$ cat src/rtl/balance_pipe_seq.sv
// balance_pipe_seq: sequencer between the PID stage (stage 1) and SegwayMath (stage 2).
// It issues one inertial sample at a time to PID and waits out the PID latency.
// It then publishes the PID result, together with the steering context of the same sample, to stage 2.
// One sample that arrives while a sample is in flight is kept in a skid slot.
// Samples lost by overwriting that slot are counted.
module balance_pipe_seq #(
    parameter int S1_LAT = 1,
    parameter int OVR_W  = 8
) (
    input  logic                    clk,
    input  logic                    rst,
    input  logic                    vld_in,
    input  logic [15:0]             ptch_in,
    input  logic [15:0]             ptch_rt_in,
    input  logic                    pwr_up_in,
    input  logic                    rider_off_in,
    input  logic [11:0]             steer_pot_in,
    input  logic                    en_steer_in,
    output logic                    vld_s1,
    output logic [15:0]             ptch_s1,
    output logic [15:0]             ptch_rt_s1,
    output logic                    pwr_up_s1,
    output logic                    rider_off_s1,
    input  logic signed [11:0]      PID_cntrl_stage1,
    input  logic [7:0]              ss_tmr_stage1,
    output logic signed [11:0]      PID_cntrl_pipe2,
    output logic [7:0]              ss_tmr_pipe2,
    output logic [11:0]             steer_pot_pipe2,
    output logic                    en_steer_pipe2,
    output logic                    pwr_up_pipe2,
    output logic                    spd_vld,
    output logic                    busy,
    output logic [OVR_W-1:0]        ovr_cnt
);

    typedef enum logic [1:0] {IDLE, ISSUE, WAIT, PUBLISH} state_t;

    state_t                 r_state;
    logic [3:0]             r_wait_cnt;

    // Stage-1 sample and the context captured with it
    logic [15:0]            r_ptch_p1;
    logic [15:0]            r_ptch_rt_p1;
    logic                   r_pwr_up_p1;
    logic                   r_rider_off_p1;
    logic [11:0]            r_steer_p1;
    logic                   r_en_steer_p1;

    // Skid slot: holds the most recent sample seen while busy
    logic                   r_slot_full;
    logic [15:0]            r_slot_ptch;
    logic [15:0]            r_slot_ptch_rt;
    logic                   r_slot_pwr_up;
    logic                   r_slot_rider_off;
    logic [11:0]            r_slot_steer;
    logic                   r_slot_en_steer;

    // Stage-2 registers
    logic signed [11:0]     r_pid_p2;
    logic [7:0]             r_ss_tmr_p2;
    logic [11:0]            r_steer_p2;
    logic                   r_en_steer_p2;
    logic                   r_pwr_up_p2;

    logic [OVR_W-1:0]       r_ovr_cnt;

    logic                   w_capture;
    logic                   w_drop;

    // A new sample starts from IDLE or back-to-back from PUBLISH
    assign w_capture = ((r_state == IDLE) || (r_state == PUBLISH)) && (vld_in || r_slot_full);
    // A full slot plus a new arrival always costs one sample, whichever state we are in
    assign w_drop    = vld_in && r_slot_full;

    function automatic logic [OVR_W-1:0] sat_inc(input logic [OVR_W-1:0] v);
        return (&v) ? v : v + {{(OVR_W-1){1'b0}}, 1'b1};
    endfunction

    // Sequencer FSM with the sample, skid-slot, stage-2 and overrun registers
    always_ff @(posedge clk) begin
        if (rst) begin
            r_state          <= IDLE;
            r_wait_cnt       <= '0;
            r_ptch_p1        <= '0;
            r_ptch_rt_p1     <= '0;
            r_pwr_up_p1      <= 1'b0;
            r_rider_off_p1   <= 1'b0;
            r_steer_p1       <= '0;
            r_en_steer_p1    <= 1'b0;
            r_slot_full      <= 1'b0;
            r_slot_ptch      <= '0;
            r_slot_ptch_rt   <= '0;
            r_slot_pwr_up    <= 1'b0;
            r_slot_rider_off <= 1'b0;
            r_slot_steer     <= '0;
            r_slot_en_steer  <= 1'b0;
            r_pid_p2         <= '0;
            r_ss_tmr_p2      <= '0;
            r_steer_p2       <= '0;
            r_en_steer_p2    <= 1'b0;
            r_pwr_up_p2      <= 1'b0;
            r_ovr_cnt        <= '0;
        end else begin
            case (r_state)
                IDLE, PUBLISH: begin
                    if (w_capture) begin
                        // a live sample takes priority over the one waiting in the slot
                        if (vld_in) begin
                            r_ptch_p1      <= ptch_in;
                            r_ptch_rt_p1   <= ptch_rt_in;
                            r_pwr_up_p1    <= pwr_up_in;
                            r_rider_off_p1 <= rider_off_in;
                            r_steer_p1     <= steer_pot_in;
                            r_en_steer_p1  <= en_steer_in;
                        end else begin
                            r_ptch_p1      <= r_slot_ptch;
                            r_ptch_rt_p1   <= r_slot_ptch_rt;
                            r_pwr_up_p1    <= r_slot_pwr_up;
                            r_rider_off_p1 <= r_slot_rider_off;
                            r_steer_p1     <= r_slot_steer;
                            r_en_steer_p1  <= r_slot_en_steer;
                        end
                        r_slot_full <= 1'b0;
                        r_state     <= ISSUE;
                    end else begin
                        r_state <= IDLE;
                    end
                end
                ISSUE: begin
                    r_wait_cnt <= 4'(S1_LAT);
                    r_state    <= WAIT;
                end
                WAIT: begin
                    if (r_wait_cnt <= 4'd1) begin
                        r_pid_p2      <= PID_cntrl_stage1;
                        r_ss_tmr_p2   <= ss_tmr_stage1;
                        r_steer_p2    <= r_steer_p1;
                        r_en_steer_p2 <= r_en_steer_p1;
                        r_pwr_up_p2   <= r_pwr_up_p1;
                        r_state       <= PUBLISH;
                    end else begin
                        r_wait_cnt <= r_wait_cnt - 4'd1;
                    end
                end
                default: r_state <= IDLE;
            endcase

            // While a sample is in flight the newest arrival parks in the slot
            if (vld_in && ((r_state == ISSUE) || (r_state == WAIT))) begin
                r_slot_full      <= 1'b1;
                r_slot_ptch      <= ptch_in;
                r_slot_ptch_rt   <= ptch_rt_in;
                r_slot_pwr_up    <= pwr_up_in;
                r_slot_rider_off <= rider_off_in;
                r_slot_steer     <= steer_pot_in;
                r_slot_en_steer  <= en_steer_in;
            end

            if (w_drop) begin
                r_ovr_cnt <= sat_inc(r_ovr_cnt);
            end

            // Fast power-down of stage 2 wins over a coincident load
            if (!pwr_up_in) begin
                r_pwr_up_p2 <= 1'b0;
                r_pid_p2    <= '0;
            end
        end
    end

    assign vld_s1          = (r_state == ISSUE);
    assign spd_vld         = (r_state == PUBLISH);
    assign busy            = (r_state != IDLE);
    assign ptch_s1         = r_ptch_p1;
    assign ptch_rt_s1      = r_ptch_rt_p1;
    assign pwr_up_s1       = r_pwr_up_p1;
    assign rider_off_s1    = r_rider_off_p1;
    assign PID_cntrl_pipe2 = r_pid_p2;
    assign ss_tmr_pipe2    = r_ss_tmr_p2;
    assign steer_pot_pipe2 = r_steer_p2;
    assign en_steer_pipe2  = r_en_steer_p2;
    assign pwr_up_pipe2    = r_pwr_up_p2;
    assign ovr_cnt         = r_ovr_cnt;

endmodule

$ cat config.mk
export PLATFORM = sky130hd
export DESIGN_NAME = balance_pipe_seq
export DESIGN_NICKNAME = d
export VERILOG_FILES = /design/src/rtl/balance_pipe_seq.sv
export SDC_FILE = /design/constraint.sdc
export NUM_CORES = 1
export LEC_CHECK = 0
export ABC_CLOCK_PERIOD_IN_PS = 2060
export BUFFER_PORTS_ARGS = -buffer_cell sky130_fd_sc_hd__buf_2
export CORE_MARGIN = 3
export CORE_UTILIZATION = 50
export DETAILED_ROUTE_END_ITERATION = 10
export MAX_ROUTING_LAYER = met4
export PLACE_DENSITY = 0.76
export SLEW_MARGIN = 40
export SYNTH_ARGS = -nofsm -noshare
export SYNTH_HDL_FRONTEND = slang
export SYNTH_SLANG_ARGS = --single-unit
$ cat constraint.sdc
create_clock -name clk -period 2.06 [get_ports clk]
set_clock_uncertainty 0.15 [all_clocks]
set_input_delay 0.103 -clock clk [delete_from_list [all_inputs] [get_ports clk]]
set_output_delay 0.103 -clock clk [all_outputs]
set_load 0.03 [all_outputs]
==> run summary <==
Status = finished, final reports clean
Chip height = 112 um
Grt ovf = 0
Initial antenna violation count = 0
Leak pwr = 0.00335 uW
Mapped Cells = 656
Share of cells above drive strength 1 = 23.1%
Nets = 932
Worst Hold Class = in2reg
CTS tree = done
Hold buffers post-CTS = 68
Die W = 112 um
Most common cell after layout, fill and taps aside = nand2_1
Final Routed Wirelength = 14.1 mm
TritonRoute pass-1 iters = 4
Post-synth EDFFs = 0
Startpoint types = flip-flop
Fmax = 524 MHz
Crit Path Max Fanout = 53
Relative slew slack = 65.5%
Cells along the critical path = inv_1 > ha_1 > nor2_4 > buf_12 > nor2_1 > a211oi_1
Fin. Hold Viols = 0
Setup bufs post-CTS = 0
CP required = 2.22 ns
Setup_tns = 0 ns
Initial Util = 51.6%
Yosys warnings = 0
Peak supply drop = 0.000770 V
Die ar. = 0.0127 mm^2
CP max stage delay = 0.40 ns
Routed Antenna Nets = 0
Power consumption = 10,200 uW
Vias per cell = 5.13
R2r setup slk = 0.15 ns
Worst-Skew Late Latency = 0.41 ns
Arr. time, crit path = 2.07 ns
Synth async-reset ratio = 0%
Post-placement cell area = 0.00651 mm^2
Post-layout util = 70.8%
Diodes inserted = 0
Commonest non-fill, non-tap cells in the layout = nand2_1, buf_2, dfxtp_1, a21oi_1, dlygate4sd3_1
DRC violations left = 0
Final HPWL DP = 9.04 mm
H-tree depth = 4
Routability congestion estimate = 0.804
Slew @ Worst Pin = 0.517 ns
Delay-heaviest family, CP = adder cells
Synth unique cells = 36
Max cap viols = 0
Vias in the first global route = 5,083
Clock tree buffer depth = 2
Final Max Slew Viols = 0
Setup violations, final = 0
DR iter-0 viols = 256
Placed Cells = 908
I/O pin cnt = 149
Wirelength per Cell = 14.0 um
Largest net degree at the start of global routing = 67
Syn avg cell area = 8.64 um^2
Post-route cell area = 0.00777 mm^2
WS Path Type = reg2reg
Mapped Area = 0.00567 mm^2
Tmin final = 1.91 ns
CP max stage cell = ha_1
Worst setup EP type = flip-flop
Post-cts resize count = 0
Inserted Clock Buffers = 17
Clk sinks = 143
Synth-to-Final Area Change = 37.1%
Total GRT Usage = 23.2%
Seq/Total Area, Yosys = 50.5%
Yosys reg bits = 143
Main synth FF type = dfxtp_1
RSZ-0062 raised after global routing = no
Post-Syn Nets = 733
Cell Rows = 38
PortBufs = 148
Clock slew at reported path FFs = 0.06 ns
Via count = 5,169
# fillers = 811
Core ar. = 0.0110 mm^2
First-pass GRT wire length = 23.5 mm
CTS Root Cell = clkbuf_16
Layout Cells excl Fill = 1,007
Final period util = 92.7%
Worst path bufs/invs = 2
Power Density = 1320 mW/mm^2
kinds of logic after synthesis:
logic type / share of synthesized area [%]
simple gates: 18.0
compound gates: 15.9
flops: 50.5
buf+inv: 4.90
mux: 8.83
fa+ha+maj: 1.54
xor+xnor: 0.309
area by class of cell:
class                      instances  area, um^2  share of cell area (%)
sequential                       143        2860                    36.8
multi-input combinational        457        2540                    32.7
timing repair buffer             229        1590                    20.4
clock buffer                      21         470                    6.05
tap                              140         175                    2.25
clock inverter                    10         113                    1.45
inverter                           7        26.3                   0.338
worst min-delay path, delay by kind of cell:
family	cells	cell delay (ns)
simple gates	2	0.25
buf+inv	1	0.20
synthesized netlist by cell type (2+ instances only):
cell type | n | area [um^2]
dfxtp_1 | 143 | 2860
nor2_1 | 58 | 218
buf_2 | 24 | 120
inv_1 | 7 | 26.3
nor2b_1 | 2 | 12.5
nand2_1 | 169 | 634
ha_1 | 7 | 87.6
a31oi_1 | 2 | 12.5
o21ai_0 | 2 | 10.0
nor2_2 | 2 | 12.5
a211oi_1 | 50 | 375
a21oi_1 | 86 | 430
nand2b_1 | 2 | 12.5
o21bai_1 | 2 | 15.0
nor3_1 | 3 | 15.0
mux2i_1 | 50 | 500
buf_4 | 4 | 30.0
and2_1 | 2 | 12.5
buf_6 | 3 | 33.8
and3_1 | 2 | 12.5
clkbuf_1 | 18 | 67.6
nand3_1 | 4 | 20.0
stage by stage:
stage / setup slack [ns] / hold WS, ns
3_3_place_gp: 0.299 / 0.197
4_1_cts: 0.165 / 0.0411
2_1_floorplan: 0.218 / 0.0890
6_report: 0.150 / 0.0542
5_1_grt: 0.0218 / 0.0654
3_5_place_dp: 0.211 / 0.203
registers in the layout, indices dropped and copies added (netlist names), 2 cells and up:
name             count
r_slot_steer        12
ss_tmr_pipe2         8
steer_pot_pipe2     12
r_state              2
r_wait_cnt           4
r_steer_p1          12
ovr_cnt              8
PID_cntrl_pipe2     12
ptch_s1             16
ptch_rt_s1          16
r_slot_ptch_rt      16
r_slot_ptch         16
metal layers:
metal / share of wire (%) / GRT usage (%)
met4: 1.0 / 7.93
met2: 49 / 38.8
met1: 44 / 27.9
met3: 5.7 / 4.69
met5: 0 / -
worst paths after layout:
| path | depth (start not counted) | end | start |
|---|---|---|---|
| min reg2reg | 2 | r_slot_steer[0]$_SDFFE_PP0P_ | r_slot_steer[0]$_SDFFE_PP0P_ |
| max | 6 | ptch_rt_s1[1]$_SDFFE_PP0P_ | r_state[0]$_SDFFE_PP0P_ |
| min | 3 | r_slot_full$_SDFFE_PP0P_ | vld_in |
| max reg2reg | 6 | ptch_rt_s1[1]$_SDFFE_PP0P_ | r_state[0]$_SDFFE_PP0P_ |
power by group:
part,internal (uW),switching (uW),total [uW]
Combinational,1210,2270,3480
Clock,1870,1110,2980
Sequential,3420,359,3770
Total,6490,3740,10200
(Power assumes the default switching activity.)
